File: src/rtl/fir_decim_buffer.sv
// Accumulate-and-dump decimator feeding a show-ahead result FIFO with drop counting.
// Optional build macro FIR_DECIM_ROUND_EN selects round-half-up with saturation.
module fir_decim_buffer #(
    parameter int DATA_W     = 16,
    parameter int LOG2_DECIM = 2,
    parameter int LOG2_DEPTH = 3
) (
    input  logic                  clk,
    input  logic                  reset,
    input  logic                  in_valid,
    input  logic [DATA_W-1:0]     in_data,
    output logic                  out_valid,
    input  logic                  out_ready,
    output logic [DATA_W-1:0]     out_data,
    output logic [LOG2_DEPTH:0]   fifo_level,
    output logic [15:0]           overflow_cnt,
    input  logic                  clear_stats
);

    localparam int ACC_W = DATA_W + LOG2_DECIM;
    localparam int CNT_W = (LOG2_DECIM > 0) ? LOG2_DECIM : 1;
    localparam int DEPTH = 1 << LOG2_DEPTH;

    // ---------------- decimator ----------------
    logic signed [DATA_W-1:0] in_s;
    logic signed [ACC_W-1:0]  acc_q, acc_d, sum;
    logic [CNT_W-1:0]         cnt_q, cnt_d;
    logic                     last_sample;
    logic                     dump;
    logic [DATA_W-1:0]        result;

    assign in_s        = in_data;
    assign sum         = acc_q + ACC_W'(in_s);
    assign last_sample = (cnt_q == CNT_W'((1 << LOG2_DECIM) - 1));
    assign dump        = in_valid && last_sample;

`ifdef FIR_DECIM_ROUND_EN
    localparam logic signed [ACC_W:0] RND    = (ACC_W+1)'((1 << LOG2_DECIM) >> 1);
    localparam logic signed [ACC_W:0] SAT_HI = (ACC_W+1)'({1'b0, {(DATA_W-1){1'b1}}});
    localparam logic signed [ACC_W:0] SAT_LO = ~SAT_HI;

    logic signed [ACC_W:0] rsum, rshift;

    always_comb begin
        rsum   = (ACC_W+1)'(sum) + RND;
        rshift = rsum >>> LOG2_DECIM;
        if (rshift > SAT_HI) begin
            result = DATA_W'(SAT_HI);
        end else if (rshift < SAT_LO) begin
            result = DATA_W'(SAT_LO);
        end else begin
            result = DATA_W'(rshift);
        end
    end
`else
    assign result = DATA_W'(sum >>> LOG2_DECIM);
`endif

    always_comb begin
        acc_d = acc_q;
        cnt_d = cnt_q;
        if (in_valid) begin
            if (last_sample) begin
                acc_d = '0;
                cnt_d = '0;
            end else begin
                acc_d = sum;
                cnt_d = cnt_q + CNT_W'(1);
            end
        end
    end

    always_ff @(posedge clk or posedge reset) begin
        if (reset) begin
            acc_q <= '0;
            cnt_q <= '0;
        end else begin
            acc_q <= acc_d;
            cnt_q <= cnt_d;
        end
    end

    // ---------------- result FIFO ----------------
    logic [DATA_W-1:0]     mem_q [DEPTH];
    logic [LOG2_DEPTH-1:0] wr_ptr_q, wr_ptr_d, rd_ptr_q, rd_ptr_d, rd_nxt;
    logic [LOG2_DEPTH:0]   level_q, level_d;
    logic [DATA_W-1:0]     head_q, head_d;
    logic [15:0]           ovf_q, ovf_d;
    logic                  full, pop, wr_en, drop;

    assign full   = (level_q == (LOG2_DEPTH+1)'(DEPTH));
    assign pop    = (level_q != '0) && out_ready;
    assign wr_en  = dump && (!full || pop);
    assign drop   = dump && full && !pop;
    assign rd_nxt = rd_ptr_q + LOG2_DEPTH'(1);

    // The head is a separate register so it holds its last value once drained;
    // a push into a FIFO that is empty (or emptying this cycle) bypasses memory.
    always_comb begin
        wr_ptr_d = wr_ptr_q;
        rd_ptr_d = rd_ptr_q;
        level_d  = level_q;
        head_d   = head_q;
        ovf_d    = ovf_q;

        if (wr_en) wr_ptr_d = wr_ptr_q + LOG2_DEPTH'(1);
        if (pop)   rd_ptr_d = rd_nxt;

        if (wr_en && !pop) begin
            level_d = level_q + (LOG2_DEPTH+1)'(1);
        end else if (pop && !wr_en) begin
            level_d = level_q - (LOG2_DEPTH+1)'(1);
        end

        if (pop) begin
            if (level_q > (LOG2_DEPTH+1)'(1)) begin
                head_d = mem_q[rd_nxt];
            end else if (wr_en) begin
                head_d = result;
            end
        end else if (wr_en && (level_q == '0)) begin
            head_d = result;
        end

        if (clear_stats) begin
            ovf_d = drop ? 16'd1 : 16'd0;
        end else if (drop && (ovf_q != '1)) begin
            ovf_d = ovf_q + 16'd1;
        end
    end

    always_ff @(posedge clk) begin
        if (wr_en) mem_q[wr_ptr_q] <= result;
    end

    always_ff @(posedge clk or posedge reset) begin
        if (reset) begin
            wr_ptr_q <= '0;
            rd_ptr_q <= '0;
            level_q  <= '0;
            head_q   <= '0;
            ovf_q    <= '0;
        end else begin
            wr_ptr_q <= wr_ptr_d;
            rd_ptr_q <= rd_ptr_d;
            level_q  <= level_d;
            head_q   <= head_d;
            ovf_q    <= ovf_d;
        end
    end

    assign out_valid    = (level_q != '0);
    assign out_data     = head_q;
    assign fifo_level   = level_q;
    assign overflow_cnt = ovf_q;

endmodule

File: config.mk
export PLATFORM = sky130hd
export DESIGN_NAME = fir_decim_buffer
export DESIGN_NICKNAME = d
export VERILOG_FILES = /design/src/rtl/fir_decim_buffer.sv
export SDC_FILE = /design/constraint.sdc
export NUM_CORES = 1
export LEC_CHECK = 0
export CORE_ASPECT_RATIO = 0.5
export CORE_MARGIN = 10
export CORE_UTILIZATION = 55
export DETAILED_ROUTE_END_ITERATION = 7
export GPL_TIMING_DRIVEN = 0
export PLACE_DENSITY = 0.8
export SLEW_MARGIN = 30
export SYNTH_ARGS = -nofsm -noshare
export SYNTH_HDL_FRONTEND = slang
export SYNTH_SLANG_ARGS = --single-unit
File: constraint.sdc
create_clock -name clk -period 3.7 [get_ports clk]
set_input_delay 1.11 -clock clk [delete_from_list [all_inputs] [get_ports clk]]
set_output_delay 1.11 -clock clk [all_outputs]
set_load 0.02 [all_outputs]
Word level (Yosys, flattened, before mapping)
Memories as Yosys holds them, arrays and structs flattened.
Index checks and enable logic that the tools add are counted.
{ "word_totals": {"register_bits": 62, "mem_bits_rw": 128, "inputBits": 21, "output_inout_bits": 37, "word_cells": 52, "mem_count": 1} }
{ "op_classes": {"addsub": 7, "order_cmp": 1, "n_eq_ne": 4, "n_mux": 13, "reduce_logical": 19} }
{ "memory_table": {"columns": ["name", "words", "word_bits", "read_ports", "rd_clocked_by_memory_dff", "wr", "line", "text"], "rows": [
  ["mem_q", 8, 16, 1, 0, 1, "84", "logic [DATA_W-1:0] mem_q [DEPTH];"]
]} }
{ "op_table": {"columns": ["op", "n"], "rows": [
  ["$mux W16", 6],
  ["$add A18 B16 Y18", 1],
  ["$mux W18", 1],
  ["$add A16 B1 Y16 const B", 1],
  ["$ne A16 B16 Y1 const B", 1],
  ["$logic_and A1 B1 Y1", 9],
  ["$mux W4", 2],
  ["$add A3 B1 Y3 const B", 2],
  ["$reduce_bool A2 Y1", 3],
  ["$add A4 B1 Y4 const B", 1],
  ["$eq A4 B4 Y1 const B", 1],
  ["$gt A4 B1 Y1 const B", 1],
  ["$logic_not A4 Y1", 1],
  ["$reduce_bool A4 Y1", 1],
  ["$sub A4 B1 Y4 const B", 1],
  ["$logic_not A1 Y1", 3],
  ["$mux W1", 3],
  ["$ne A3 B1 Y1 const B", 1],
  ["$add A2 B1 Y2 const B", 1],
  ["$eq A2 B2 Y1 const B", 1],
  ["$mux W2", 1],
  ["$reduce_and A2 Y1", 1],
  ["$logic_or A1 B1 Y1", 1]
]} }

Longest topological paths before layout
{ "depth": {"depth_word": 8, "mapped_depth": 12, "depth_no_buf": 10} }

Worst setup path before layout
No wires, ideal clock.
{ "synth_path": {"path_kind": "input -> register", "startpoint": "input in_valid", "endpoint": "memory mem_q[0][0], enable pin", "setup_ps": 431, "t_arrival_ps": 3269, "setup_slack_ps": 1, "stages": 3, "path_buffers": 1, "path_cell_list": "clkbuf_1 nand3_1 nor4_1"} }
{ "synth_via": {"elab_chain_len": 4} }
{ "synth_rtl": {"columns": ["element", "line", "text"], "rows": [
  ["start, declared", "10", "input logic in_valid,"],
  ["$logic_and A1 B1 Y1", "35", "assign dump = in_valid && last_sample;"],
  ["$logic_and A1 B1 Y1", "93", "assign wr_en = dump && (!full || pop);"],
  ["$mux W1", "133", "if (wr_en) mem_q[wr_ptr_q] <= result;"],
  ["$mux W1 (implied by the code)", "133", null],
  ["end, declared", "84", null]
]} }
Every way passes these cells.

Worst setup path after layout
{ "layout_path": {"startpoint": "input in_data[0]", "endpoint": "register head_q[12] (netlist: out_data[12])"} }
{ "layout_via": {"elab_chain_len": 4, "word_cells_on_any_way": 5, "cone_classes": "add/sub: 1; mux: 4"} }
{ "layout_rtl": {"columns": ["element", "line", "text"], "rows": [
  ["start, declared", "11", "input logic [DATA_W-1:0] in_data,"],
  ["$add A18 B16 Y18 *", "33", "assign sum = acc_q + ACC_W'(in_s);"],
  ["via sum[14]", "26", "logic signed [ACC_W-1:0] acc_q, acc_d, sum;"],
  ["$mux W16", "118", "end else if (wr_en) begin"],
  ["$mux W16", "116", "if (level_q > (LOG2_DEPTH+1)'(1)) begin"],
  ["$mux W16 *", "115", "if (pop) begin"],
  ["end signal, assigned", "141", "head_q <= '0;"],
  ["end signal, assigned", "147", "head_q <= head_d;"],
  ["end, declared", "87", "logic [DATA_W-1:0] head_q, head_d;"]
]} }
Mark *: on every way through the listed nets, which the timed path passes. The rest lies on a longest branch. The select of a mux whose other input is x is not followed.
A chain may end at the register's enable or synchronous reset.

==> metrics.log <==
INFO  metric routabilityCongestion = 0.872
INFO  metric detail_route.wirelength = 20.8 mm
INFO  metric final-max-slew-violation-count = 0
INFO  metric max_slew_headroom = 24.0%
INFO  metric final_cell_mix = 128 x edfxtp_1, 62 x dfrtp_1, 56 x clkdlybuf4s50_1
INFO  metric violations = negative setup slack
INFO  metric via_per_inst = 6.09
INFO  metric postSynthNetCount = 641
INFO  metric mostFrequentLayoutCell = edfxtp_1
INFO  metric yosysSeqAreaShare = 63.1%
INFO  metric grt_use_met1 = 24.4%
INFO  metric nature_of_the_critical_path_endpoint = flop
INFO  metric fmax = 0.269 GHz
INFO  metric cts_inserted_buffers = 17
INFO  metric synth_largest_area_cell = edfxtp_1
INFO  metric rsz0062_at_grt = true
INFO  metric drt_iter0_markers = 591
INFO  metric drv_cap = 0
INFO  metric global_route.usage.met2 = 32.4%
INFO  metric p_leak = 3.85 nW
INFO  metric antenna_found_initial = 0
INFO  metric cts_hold_buffers = 0
INFO  metric worstPathRequired = 4.02 ns
INFO  metric fp.dieW = 196 um
INFO  metric starting_density = 55.7%
INFO  metric worst-path-max-fanout = 10
INFO  metric p_per_area = 897 nW/um2
INFO  metric busiest_layer = met2
INFO  metric post-dp-hpwl = 13.8 mm
INFO  metric design.die.area = 21200 um2
INFO  metric drive_above_1_share = 16.5%
INFO  metric setup_ws = -0.0204 ns
INFO  metric start_kind = primary input
INFO  metric clock_insertion_delay_worst_skew = 0.43 ns
INFO  metric synth-edff-count = 128
INFO  metric layout_skew = 0.0122 ns
INFO  metric maximum_number_of_pins_on_one_net_before_global_route_repair = 44
INFO  metric diode_insertion_count_for_antenna_repair = 0
INFO  metric tightestPinTransition = 1.13 ns
INFO  metric io_pins = 58
INFO  metric period_share = 101%
INFO  metric async_reset_ff_share = 32.6%
INFO  metric synth_area_leaders = edfxtp_1 45%, dfrtp_1 18%, mux4_2 8.4%
INFO  metric cts_tree = yes
INFO  metric leading_register_cell_type_out_of_synthesis = edfxtp_1
INFO  metric fp-row-count = 32
INFO  metric vias = 5491
INFO  metric cell_chosen_for_the_clock_root = clkbuf_16
INFO  metric yosys.area.top_type_share = 45.0%
INFO  metric power_after_layout = 9.19 mW
INFO  metric critical_setup_path_class = in2reg
INFO  metric grt_util_met3 = 5.75%
INFO  metric detail_route.first_pass.iterations = 5
INFO  metric dpl_cell_area = 9530 um2
INFO  metric cts_sinks = 190
INFO  metric area_growth = 19.8%
INFO  metric synth.ff_latch_count = 190
INFO  metric synthesis.yosys.warnings = 0
INFO  metric final_net_count = 732
INFO  metric fin_setup_tns = -0.0204 ns
INFO  metric clk_transition_reported_paths = 0.08 ns
INFO  metric port_buffers = 56
INFO  metric hold_class = reg2reg
INFO  metric grt_pass1_vias = 5613
INFO  metric die_height = 108 um
INFO  metric grt.total_usage = 19.7%
INFO  metric status = complete, but fails checks
INFO  metric core_region_area = 15300 um2
INFO  metric netlist-cell-type-count = 55
INFO  metric cts_max_path_buffers = 2
INFO  metric overflow = 0
INFO  metric layout.cell_area.non_filler = 10200 um2
INFO  metric syn_area_per_cell = 14.4 um2
INFO  metric vdd_ir_drop_max = 0.000404 V
INFO  metric grt_first_pass_wirelength = 31.8 mm
INFO  metric critPathArrivalTime = 4.04 ns
INFO  metric per_cell_routed_wire_length = 23.1 um
INFO  metric route.detailed.drc = 0
INFO  metric final_antenna_net_count = 0
INFO  metric final.min_clock_period = 3.72 ns
INFO  metric setup_viol = 1
INFO  metric final_hold_viols = 0
INFO  metric synthesis.instances = 593
INFO  metric mappedNetlistArea = 8550 um2
INFO  metric htreeDepth = 4
## metal layers
metal / share of wire, % / vias up
met5: 0 / -
met2: 49 / 241
met1: 39 / 2753
met4: 2.6 / 0
li1: - / 2451
met3: 8.9 / 46
## sequential cells by signal, indices dropped and copies added, names as in the netlist
signal,count
mem_q,128
acc_q,18
out_data,16
overflow_cnt,16
fifo_level,4
rd_ptr_q,3
wr_ptr_q,3
cnt_q,2
## path summary, 6_finish.rpt
check | start | to | slack [ns] | depth (start not counted)
max in group asynchronous | reset | wr_ptr_q[0] | 2.16 | 3
setup reg to reg | fifo_level[1] | out_data[14] | 0.76 | 9
min in group asynchronous | reset | acc_q[12] | 1.01 | 2
hold / removal | out_data[4] | out_data[4] | 0.49 | 2
hold reg to reg | out_data[4] | out_data[4] | 0.49 | 2
setup / recovery | in_data[0] | out_data[12] | -0.02 | 12
## report_power, final
part | leakage (nW) | internal [mW] | switching [mW]
Clock | 0.289 | 0.915 | 0.895
Sequential | 1.93 | 3.08 | 0.236
Combinational | 1.62 | 1.66 | 2.40
Total | 3.85 | 5.65 | 3.53
## cells by family after synthesis
logic type               Yosys count  share of synthesized area [%]
flip-flops                       190                           63.1
XOR/XNOR                          35                           3.59
adder cells (fa/ha/maj)           27                           4.04
multiplexers                      55                           11.2
buffers and inverters             40                           1.86
AO/OA/AOI/OAI                     98                           7.87
AND/OR/NAND/NOR                  148                           8.30
## metrics by stage
step                util (%)  cells  hold WS, ns  worst slack, ns
finish                  66.8    901        0.489          -0.0204
global route            66.8    901        0.517          -0.0308
CTS                     66.3    901        0.488           0.0768
detailed placement      62.1    866        0.470           -0.648
global placement        61.1    853        0.462            -1.99
floorplan                  -    593        0.450         0.000820
## layout make-up
class	count	area, um2
flip-flops and latches	190	5400
plain buffers	21	88.8
clock inverters	14	163
repair buffers	73	721
clock buffers	18	429
inverters	18	70.1
well taps	204	255
multi-input cells	363	3120
fillers	1007	5100
## synth_stat cells (2+ instances only)
cell       instances
a221o_1            6
edfxtp_1         128
clkbuf_1          15
buf_1              2
nor3_1             7
nand2b_1           7
a211oi_1           2
nand2_1           39
o21a_1             2
mux4_2            32
buf_2              4
and3_1             6
dfrtp_1           62
mux2i_1           19
o31a_1             2
o31ai_1            3
or3_1              3
o22ai_1            2
nand4_1            6
o21ai_0           19
ha_1              26
inv_1             17
mux2_2             3
nor2_1            50
a21o_1             4
o2111ai_1          3
xnor2_1           17
nand3_1           14
a21oi_1           27
a22o_1            14
o2bb2ai_1          3
xor2_1            18
nor2b_1            6
and4_1             4
## critical path, stage by stage
cell and delay [ns]:
clkdlybuf4s50_1 0.46, ha_1 0.16, inv_1 0.05, fa_1 0.41
nor2b_1 0.18, o2111ai_1 0.22, a21oi_2 0.38, nor3_1 0.10
o21ai_0 0.34, xor2_2 0.15, buf_12 0.16, a221o_1 0.31
## repair_timing
action	4_1_cts	5_1_grt
endpoints found under the setup margin	35	46
pin swaps	1	1
setup buffers	3	1
gates resized for setup	5	8
(Power assumes the default switching activity.)
